[config.mk]
export PLATFORM = sky130hd
export DESIGN_NAME = exe_div_sequencer_flat
export DESIGN_NICKNAME = d
export VERILOG_FILES = /design/src/rtl/exe_div_sequencer_pkg.sv /design/src/rtl/exe_div_sequencer_if.sv /design/src/rtl/exe_div_sequencer_div_iter_step.sv /design/src/rtl/exe_div_sequencer.sv /design/src/flat_wrapper.sv
export SDC_FILE = /design/constraint.sdc
export NUM_CORES = 1
export LEC_CHECK = 0
export BUFFER_PORTS_ARGS = -buffer_cell sky130_fd_sc_hd__buf_2
export CAP_MARGIN = 5
export CORE_ASPECT_RATIO = 0.75
export CORE_UTILIZATION = 40
export DETAILED_ROUTE_END_ITERATION = 7
export PLACE_DENSITY = 0.6
export RECOVER_POWER = 50
export SYNTH_ARGS = -nofsm -noshare
export SYNTH_HDL_FRONTEND = slang
export SYNTH_HIERARCHICAL = 1
export SYNTH_SLANG_ARGS = --single-unit
[constraint.sdc]
create_clock -name clk -period 5 [get_ports clk]
set_clock_uncertainty 0.1 [all_clocks]
set_input_delay 0.75 -clock clk [delete_from_list [all_inputs] [get_ports clk]]
set_output_delay 0.75 -clock clk [all_outputs]
set_load 0.02 [all_outputs]
[src/rtl/exe_div_sequencer_pkg.sv]
`default_nettype none
// ============================================================================
//  Module      : exe_div_sequencer_pkg
//  Description : Shared constants for the EXE-stage divider. This covers the
//                default datapath width and the sequencer state encoding.
//  Revision    : 1.0  initial release
// ============================================================================
package exe_div_sequencer_pkg;

    localparam int DIV_WD = 32;

    typedef logic [1:0] div_state_t;

    localparam div_state_t DIV_ST_IDLE = 2'd0;
    localparam div_state_t DIV_ST_CALC = 2'd1;
    localparam div_state_t DIV_ST_DONE = 2'd2;

endpackage
`default_nettype wire

[src/rtl/exe_div_sequencer_if.sv]
`default_nettype none
// ============================================================================
//  Module      : exe_div_sequencer_if
//  Description : EXE <-> divider bundle. The master side (EXE) drives the
//                request, consume and flush signals. The slave side (the
//                divider) drives the handshake and the result.
//  Signals     : div_in_valid/div_in_ready   request handshake
//                div_signed, div_src1/2      operation and operands
//                div_out_valid/div_out_ready result handshake
//                div_quotient/div_remainder  registered results
//                div_busy                    stall request towards EXE
//                div_flush                   pipeline kill
//  Revision    : 1.0  initial release
// ============================================================================
interface exe_div_sequencer_if
    import exe_div_sequencer_pkg::*;
#(
    parameter int DATA_WIDTH = DIV_WD
);
    logic                  div_in_valid;
    logic                  div_in_ready;
    logic                  div_signed;
    logic [DATA_WIDTH-1:0] div_src1;
    logic [DATA_WIDTH-1:0] div_src2;
    logic                  div_out_valid;
    logic                  div_out_ready;
    logic [DATA_WIDTH-1:0] div_quotient;
    logic [DATA_WIDTH-1:0] div_remainder;
    logic                  div_busy;
    logic                  div_flush;

    modport master (
        output div_in_valid, div_signed, div_src1, div_src2, div_out_ready, div_flush,
        input  div_in_ready, div_out_valid, div_quotient, div_remainder, div_busy
    );

    modport slave (
        input  div_in_valid, div_signed, div_src1, div_src2, div_out_ready, div_flush,
        output div_in_ready, div_out_valid, div_quotient, div_remainder, div_busy
    );
endinterface
`default_nettype wire

[src/rtl/exe_div_sequencer_div_iter_step.sv]
`default_nettype none
// ============================================================================
//  Module      : div_iter_step
//  Description : One radix-2 restoring division step. It is purely
//                combinational. The {rem,quo} pair is shifted left by one,
//                and the divisor is trial-subtracted from the widened partial
//                remainder. The new quotient LSB is set when no borrow occurs.
//  Ports       : i_rem, i_quo  current partial remainder / quotient register
//                i_dvs         unsigned divisor magnitude
//                o_rem, o_quo  updated pair
//  Revision    : 1.0  initial release
// ============================================================================
module div_iter_step #(
    parameter int DATA_WIDTH = 32
) (
    input  wire logic [DATA_WIDTH-1:0] i_rem,
    input  wire logic [DATA_WIDTH-1:0] i_quo,
    input  wire logic [DATA_WIDTH-1:0] i_dvs,
    output logic      [DATA_WIDTH-1:0] o_rem,
    output logic      [DATA_WIDTH-1:0] o_quo
);
    // The shifted remainder needs one extra bit, because i_rem < i_dvs can
    // still reach 2*i_dvs-1. A second extra bit carries the borrow.
    logic [DATA_WIDTH:0]   w_shift;
    logic [DATA_WIDTH+1:0] w_diff;
    logic                  w_borrow;
    logic                  w_unused_diff_bit;

    assign w_shift           = {i_rem, i_quo[DATA_WIDTH-1]};
    assign w_diff            = {1'b0, w_shift} - {2'b00, i_dvs};
    assign w_borrow          = w_diff[DATA_WIDTH+1];
    // On success the difference is below the divisor, so this bit is always zero.
    assign w_unused_diff_bit = w_diff[DATA_WIDTH];

    assign o_rem = w_borrow ? w_shift[DATA_WIDTH-1:0] : w_diff[DATA_WIDTH-1:0];
    assign o_quo = {i_quo[DATA_WIDTH-2:0], ~w_borrow};
endmodule
`default_nettype wire

[src/rtl/exe_div_sequencer.sv]
`default_nettype none
// ============================================================================
//  Module      : exe_div_sequencer
//  Description : Multi-cycle DIV/DIVU unit for the EXE stage. Operands are
//                latched as magnitudes, and DATA_WIDTH restoring steps run
//                through div_iter_step. Signs are fixed up on entry to DONE,
//                and the results are held until EXE consumes them. A flush
//                or reset aborts the operation in flight.
//  Ports       : clk, reset (sync, active-high)
//                bus  exe_div_sequencer_if.slave  (handshake, operands, result)
//  Config      : DIV_EARLY_OUT_EN  skip the iterations when the divisor is
//                zero or |dividend| < |divisor|. Results are bit-identical.
//  Revision    : 1.0  initial release
// ============================================================================
module exe_div_sequencer
    import exe_div_sequencer_pkg::*;
#(
    parameter  int DATA_WIDTH = DIV_WD,
    localparam int CNT_WD     = $clog2(DATA_WIDTH) + 1
) (
    input  wire logic            clk,
    input  wire logic            reset,
    exe_div_sequencer_if.slave   bus
);
    localparam logic [CNT_WD-1:0] c_CNT_LAST = CNT_WD'(DATA_WIDTH - 1);

    div_state_t            r_state;
    div_state_t            w_nxt_state;
    logic [CNT_WD-1:0]     r_cnt;
    logic [DATA_WIDTH-1:0] r_rem;
    logic [DATA_WIDTH-1:0] r_quo;
    logic [DATA_WIDTH-1:0] r_dvs;
    logic                  r_sign_q;
    logic                  r_sign_r;
    logic [DATA_WIDTH-1:0] r_quotient;
    logic [DATA_WIDTH-1:0] r_remainder;

    logic                  w_neg1;
    logic                  w_neg2;
    logic [DATA_WIDTH-1:0] w_abs1;
    logic [DATA_WIDTH-1:0] w_abs2;
    logic                  w_sign_q_in;
    logic                  w_accept;
    logic                  w_last;
    logic                  w_early;
    logic [DATA_WIDTH-1:0] w_early_q;
    logic [DATA_WIDTH-1:0] w_step_rem;
    logic [DATA_WIDTH-1:0] w_step_quo;

    // Operand magnitudes. Negating MIN_INT wraps to 2^(W-1), which is the correct unsigned magnitude.
    assign w_neg1      = bus.div_signed & bus.div_src1[DATA_WIDTH-1];
    assign w_neg2      = bus.div_signed & bus.div_src2[DATA_WIDTH-1];
    assign w_abs1      = w_neg1 ? (~bus.div_src1 + 1'b1) : bus.div_src1;
    assign w_abs2      = w_neg2 ? (~bus.div_src2 + 1'b1) : bus.div_src2;
    assign w_sign_q_in = w_neg1 ^ w_neg2;

    assign w_accept = (r_state == DIV_ST_IDLE) & bus.div_in_valid & ~bus.div_flush;
    assign w_last   = (r_cnt == c_CNT_LAST);

`ifdef DIV_EARLY_OUT_EN
    // The zero divisor yields all ones before the fix-up. A small dividend yields quotient zero.
    assign w_early   = (bus.div_src2 == '0) | (w_abs1 < w_abs2);
    assign w_early_q = (bus.div_src2 == '0) ? (w_sign_q_in ? DATA_WIDTH'(1) : '1) : '0;
`else
    assign w_early   = 1'b0;
    assign w_early_q = '0;
`endif

    div_iter_step #(
        .DATA_WIDTH (DATA_WIDTH)
    ) u_step (
        .i_rem (r_rem),
        .i_quo (r_quo),
        .i_dvs (r_dvs),
        .o_rem (w_step_rem),
        .o_quo (w_step_quo)
    );

    // State register
    always_ff @(posedge clk) begin
        if (reset) begin
            r_state <= DIV_ST_IDLE;
        end else begin
            r_state <= w_nxt_state;
        end
    end

    // Next-state logic. A flush outranks both accept and consume.
    always_comb begin
        w_nxt_state = r_state;
        if (bus.div_flush) begin
            w_nxt_state = DIV_ST_IDLE;
        end else begin
            case (r_state)
                DIV_ST_IDLE: if (bus.div_in_valid) w_nxt_state = w_early ? DIV_ST_DONE : DIV_ST_CALC;
                DIV_ST_CALC: if (w_last)           w_nxt_state = DIV_ST_DONE;
                DIV_ST_DONE: if (bus.div_out_ready) w_nxt_state = DIV_ST_IDLE;
                default:                           w_nxt_state = DIV_ST_IDLE;
            endcase
        end
    end

    // Outputs
    always_comb begin
        bus.div_in_ready  = (r_state == DIV_ST_IDLE);
        bus.div_out_valid = (r_state == DIV_ST_DONE);
        bus.div_busy      = (r_state == DIV_ST_CALC) | ((r_state == DIV_ST_IDLE) & bus.div_in_valid);
        bus.div_quotient  = r_quotient;
        bus.div_remainder = r_remainder;
    end

    // Datapath. The operands are sampled only at accept.
    always_ff @(posedge clk) begin
        if (reset) begin
            r_cnt       <= '0;
            r_rem       <= '0;
            r_quo       <= '0;
            r_dvs       <= '0;
            r_sign_q    <= 1'b0;
            r_sign_r    <= 1'b0;
            r_quotient  <= '0;
            r_remainder <= '0;
        end else if (w_accept) begin
            r_cnt    <= '0;
            r_rem    <= '0;
            r_quo    <= w_abs1;
            r_dvs    <= w_abs2;
            r_sign_q <= w_sign_q_in;
            r_sign_r <= w_neg1;
            if (w_early) begin
                r_quotient  <= w_early_q;
                r_remainder <= bus.div_src1;
            end
        end else if ((r_state == DIV_ST_CALC) && !bus.div_flush) begin
            r_rem <= w_step_rem;
            r_quo <= w_step_quo;
            r_cnt <= r_cnt + CNT_WD'(1);
            if (w_last) begin
                r_quotient  <= r_sign_q ? (~w_step_quo + 1'b1) : w_step_quo;
                r_remainder <= r_sign_r ? (~w_step_rem + 1'b1) : w_step_rem;
            end
        end
    end
endmodule
`default_nettype wire

[src/flat_wrapper.sv]
// flat-port wrapper written by rule: the top's interface ports become plain ports
module exe_div_sequencer_flat import exe_div_sequencer_pkg::*;
#(
    parameter  int DATA_WIDTH = DIV_WD,
    localparam int CNT_WD     = $clog2(DATA_WIDTH) + 1
)
  (clk, reset, bus_div_in_valid, bus_div_signed, bus_div_src1, bus_div_src2, bus_div_out_ready, bus_div_flush, bus_div_in_ready, bus_div_out_valid, bus_div_quotient, bus_div_remainder, bus_div_busy);
  exe_div_sequencer_if #(.DATA_WIDTH(DATA_WIDTH)) bus_i ();
  input  wire logic clk;
  input  wire logic reset;
  input wire logic [$bits(bus_i.div_in_valid)-1:0] bus_div_in_valid;
  input wire logic [$bits(bus_i.div_signed)-1:0] bus_div_signed;
  input wire logic [$bits(bus_i.div_src1)-1:0] bus_div_src1;
  input wire logic [$bits(bus_i.div_src2)-1:0] bus_div_src2;
  input wire logic [$bits(bus_i.div_out_ready)-1:0] bus_div_out_ready;
  input wire logic [$bits(bus_i.div_flush)-1:0] bus_div_flush;
  output wire logic [$bits(bus_i.div_in_ready)-1:0] bus_div_in_ready;
  output wire logic [$bits(bus_i.div_out_valid)-1:0] bus_div_out_valid;
  output wire logic [$bits(bus_i.div_quotient)-1:0] bus_div_quotient;
  output wire logic [$bits(bus_i.div_remainder)-1:0] bus_div_remainder;
  output wire logic [$bits(bus_i.div_busy)-1:0] bus_div_busy;
  assign bus_i.div_in_valid = bus_div_in_valid;
  assign bus_i.div_signed = bus_div_signed;
  assign bus_i.div_src1 = bus_div_src1;
  assign bus_i.div_src2 = bus_div_src2;
  assign bus_i.div_out_ready = bus_div_out_ready;
  assign bus_i.div_flush = bus_div_flush;
  assign bus_div_in_ready = bus_i.div_in_ready;
  assign bus_div_out_valid = bus_i.div_out_valid;
  assign bus_div_quotient = bus_i.div_quotient;
  assign bus_div_remainder = bus_i.div_remainder;
  assign bus_div_busy = bus_i.div_busy;
  exe_div_sequencer #(.DATA_WIDTH(DATA_WIDTH)) u_core (.clk(clk), .reset(reset), .bus(bus_i));
endmodule
==> flow_metrics.tcl <==
set metrics [dict create \
    clockBufferDepth 2 \
    yosysWarnings 6 \
    first_pass_iters 6 \
    syn_nets 1622 \
    boundaryPins 137 \
    critical-path-top-delay-family "compound AO/OA/AOI/OAI gates" \
    drtAntennaViolNets 0 \
    synthCells 1514 \
    grt_overflow 0 \
    path_clk_slew_ns 0.07 \
    finalPower_w 0.00347 \
    p_clk_share_pct 37.5 \
    power_density_mw_per_mm2 269 \
    p_int_w 0.00231 \
    layout-drive-gt1-share_pct 10.7 \
    cts_buffers 17 \
    hold_class "reg2reg" \
    start_util_pct 41.2 \
    routed_wl_um 37700 \
    design_area_sq_mm 0.0129 \
    fin_tns_setup_ns 0 \
    grt_pass1_vias 10000 \
    grtUsageTotal_pct 25.0 \
    htreeDepth 4 \
    cts_hold_buf 0 \
    insertion_delay_ns 0.45 \
    slew_headroom_pct -44.7 \
    post_cts_resized 0 \
    layout_commonest_cell "dfxtp_1" \
    portBuffers 136 \
    path_cells "inv_1 -> ha_1 -> nand2_1 -> o21ai_0 -> a21oi_1 -> a311oi_2 -> nor3_4 -> inv_2 -> a21oi_1 -> buf_4 -> inv_1 -> ha_1 -> or3b_2 -> or3_1 -> o41ai_1 -> xor2_1 -> a211oi_1" \
    drc 0 \
    start_kind "flip-flop" \
    rsz0062_at_grt "false" \
    p_sw_w 0.00116 \
    min_period_over_period_pct 93.2 \
    worstPathMaxFanout 11 \
    cp-end-kind "flip-flop" \
    grt_max_degree 67 \
    critPathKind "reg2reg" \
    post_synth_num_cell_types 80 \
    crit_slowest_cell "or3b_2" \
    cp_num_buf_inv 4 \
    hold_viol 0 \
    drv_cap 4 \
    synth.top_cell.area_share_pct 29.2 \
    status "complete, but fails checks" \
    die_h_um 150 \
    crit_arrival_ns 4.91 \
    switching_share_pct 33.3 \
    areaGrowthSynthToFinish_pct 10.6 \
    dp_hpwl_um 28100 \
    combPwrFrac_pct 21.0 \
    avgSynthCellArea_sq_um 7.71 \
    p_leak_nw 4.76 \
    clock_sinks 170 \
    via_count 11400 \
    required_ns 5.25 \
    place_area_sq_mm 0.0125 \
    wl_per_cell_um 19.1 \
    synth_seq_cells 170 \
    max_freq_ghz 0.215 \
    ys_seq_area_share_pct 29.2 \
    synth_edf_count 0 \
    setup_violations 0 \
    layout_common_cells "dfxtp_1, nor2_1, nand2_1" \
    slew_violations 135 \
    synth_top_area_cell "dfxtp_1" \
    antenna_found_initial 0 \
    tightest_slew_ns 2.17 \
    place_congestion 0.955 \
    row_count 53 \
    failed_checks "capacitance limit, slew limit" \
    grt_pass1_wl_um 57800 \
    fin_nets 1681 \
    netlist_area_sq_mm 0.0117 \
    ys_dominant_reg_cell "dfxtp_1" \
    die-width_um 199 \
    cts_setup_buffers 0 \
    cts-root-buf "clkbuf_16" \
    die_area_sq_mm 0.0299 \
    ys_async_sr_fraction_pct 0 \
    yosys-top-cells-area "dfxtp_1, a211oi_1, nor2_1" \
    tritoncts "yes" \
    share_seq_of_total_power_pct 41.5 \
    vias_per_cell 5.78 \
    ir_drop_v 0.000194 \
    drt_first_iter_violations 1081 \
    fp.coreArea_sq_mm 0.0283 \
    max_stage_delay_ns 0.49 \
    min_period_ns 4.66 \
]
-- metrics by stage --
step / cells / util (%) / hold WS (ns) / setup WS (ns)
CTS: 1971 / 46.0 / 0.360 / 0.307
floorplan: 1514 / - / 0.336 / 0.866
global route: 1971 / 45.6 / 0.380 / 0.0179
detailed placement: 1939 / 44.0 / 0.351 / 0.400
finish: 1972 / 45.6 / 0.357 / 0.341
global placement: 1939 / 44.0 / 0.342 / 0.482
-- registers in the layout (all words and copies together) (netlist names) --
register and flops:
u_core/bus.div_remainder 32, u_core/r_state 2, u_core/r_cnt 6, u_core/r_dvs 32
u_core/r_sign_r 1, u_core/r_sign_q 1, u_core/bus.div_quotient 32, u_core/r_quo 32
u_core/r_rem 32
-- metal layers --
metal / GRT usage [%] / up-vias / part of all wire [%]
li1: - / 5628 / -
met3: 3.97 / 26 / 7.4
met5: 0 / - / 0
met4: 4.85 / 0 / 0.82
met1: 41.7 / 5297 / 55
met2: 31.8 / 439 / 37
-- cells by family (layout without fill, tap and decap cells) --
kind of cell	after synthesis	after routing	synth area share, %
other	0	1	0
adders and majority gates	38	38	4.14
and+or+nand+nor	530	530	22.2
DFF	170	170	29.2
buffers and inverters	193	265	7.53
muxes	24	24	2.14
xor gates and xnor gates	122	122	9.16
AOI/OAI and AO/OA	437	437	25.7
-- power groups by stage --
stage	sequential, W	combinational (W)	clock (W)
floorplan	0.00143	0.000536	0
global placement	0.00146	0.000712	0
detailed placement	0.00147	0.000713	0
CTS	0.00144	0.000718	0.00132
global route	0.00144	0.000793	0.00138
finish	0.00144	0.000729	0.00130
-- worst paths after layout --
check | start | endpoint | slack [ns] | depth (start not counted)
setup / recovery | u_core/r_dvs[8]$_SDFFE_PP0P_ | u_core/bus.div_remainder[20]$_SDFFE_PP0P_ | 0.34 | 17
hold / removal | u_core/bus.div_quotient[0]$_SDFFE_PP0P_ | u_core/bus.div_quotient[0]$_SDFFE_PP0P_ | 0.36 | 2
setup reg to reg | u_core/r_dvs[8]$_SDFFE_PP0P_ | u_core/bus.div_remainder[20]$_SDFFE_PP0P_ | 0.34 | 17
hold reg to reg | u_core/bus.div_quotient[0]$_SDFFE_PP0P_ | u_core/bus.div_quotient[0]$_SDFFE_PP0P_ | 0.36 | 2
-- synth_stat cells, drive strengths merged (4+ instances only) --
cell type and instances:
dfxtp 170, nor2 162, nand2 156, a21oi 99
a211oi 87, clkbuf 70, xor2 69, inv 64
o21ai 63, buf 59, xnor2 53, ha 37
nor3 37, nor4 31, a31oi 30, nand3 24
o31ai 21, o41ai 21, o22ai 20, mux2i 19
or3 19, a21o 15, and3 14, nor3b 14
or4 14, a222oi 13, a22oi 10, or2 10
nand2b 9, nand4 9, nor2b 9, a221oi 7
a311oi 7, o211ai 7, o21a 7, a41oi 5
and2 5, mux2 5, and4 4, o21bai 4
-- worst min-delay path: stages, from the launching register on --
cell and delay (ns):
dfxtp_1 0.31, nand2_1 0.05, a21oi_1 0.05
-- area by class of cell --
class                      count  area [sq um]
sequential                   170          3400
inverter                      64           240
clock buffer                  18           429
tap                          385           482
timing repair buffer         169           838
antenna                        1          2.50
clock inverter                14           131
multi-input combinational   1151          7380
fill                        2915         15400
No activity file was read; power rests on OpenSTA's default activity.
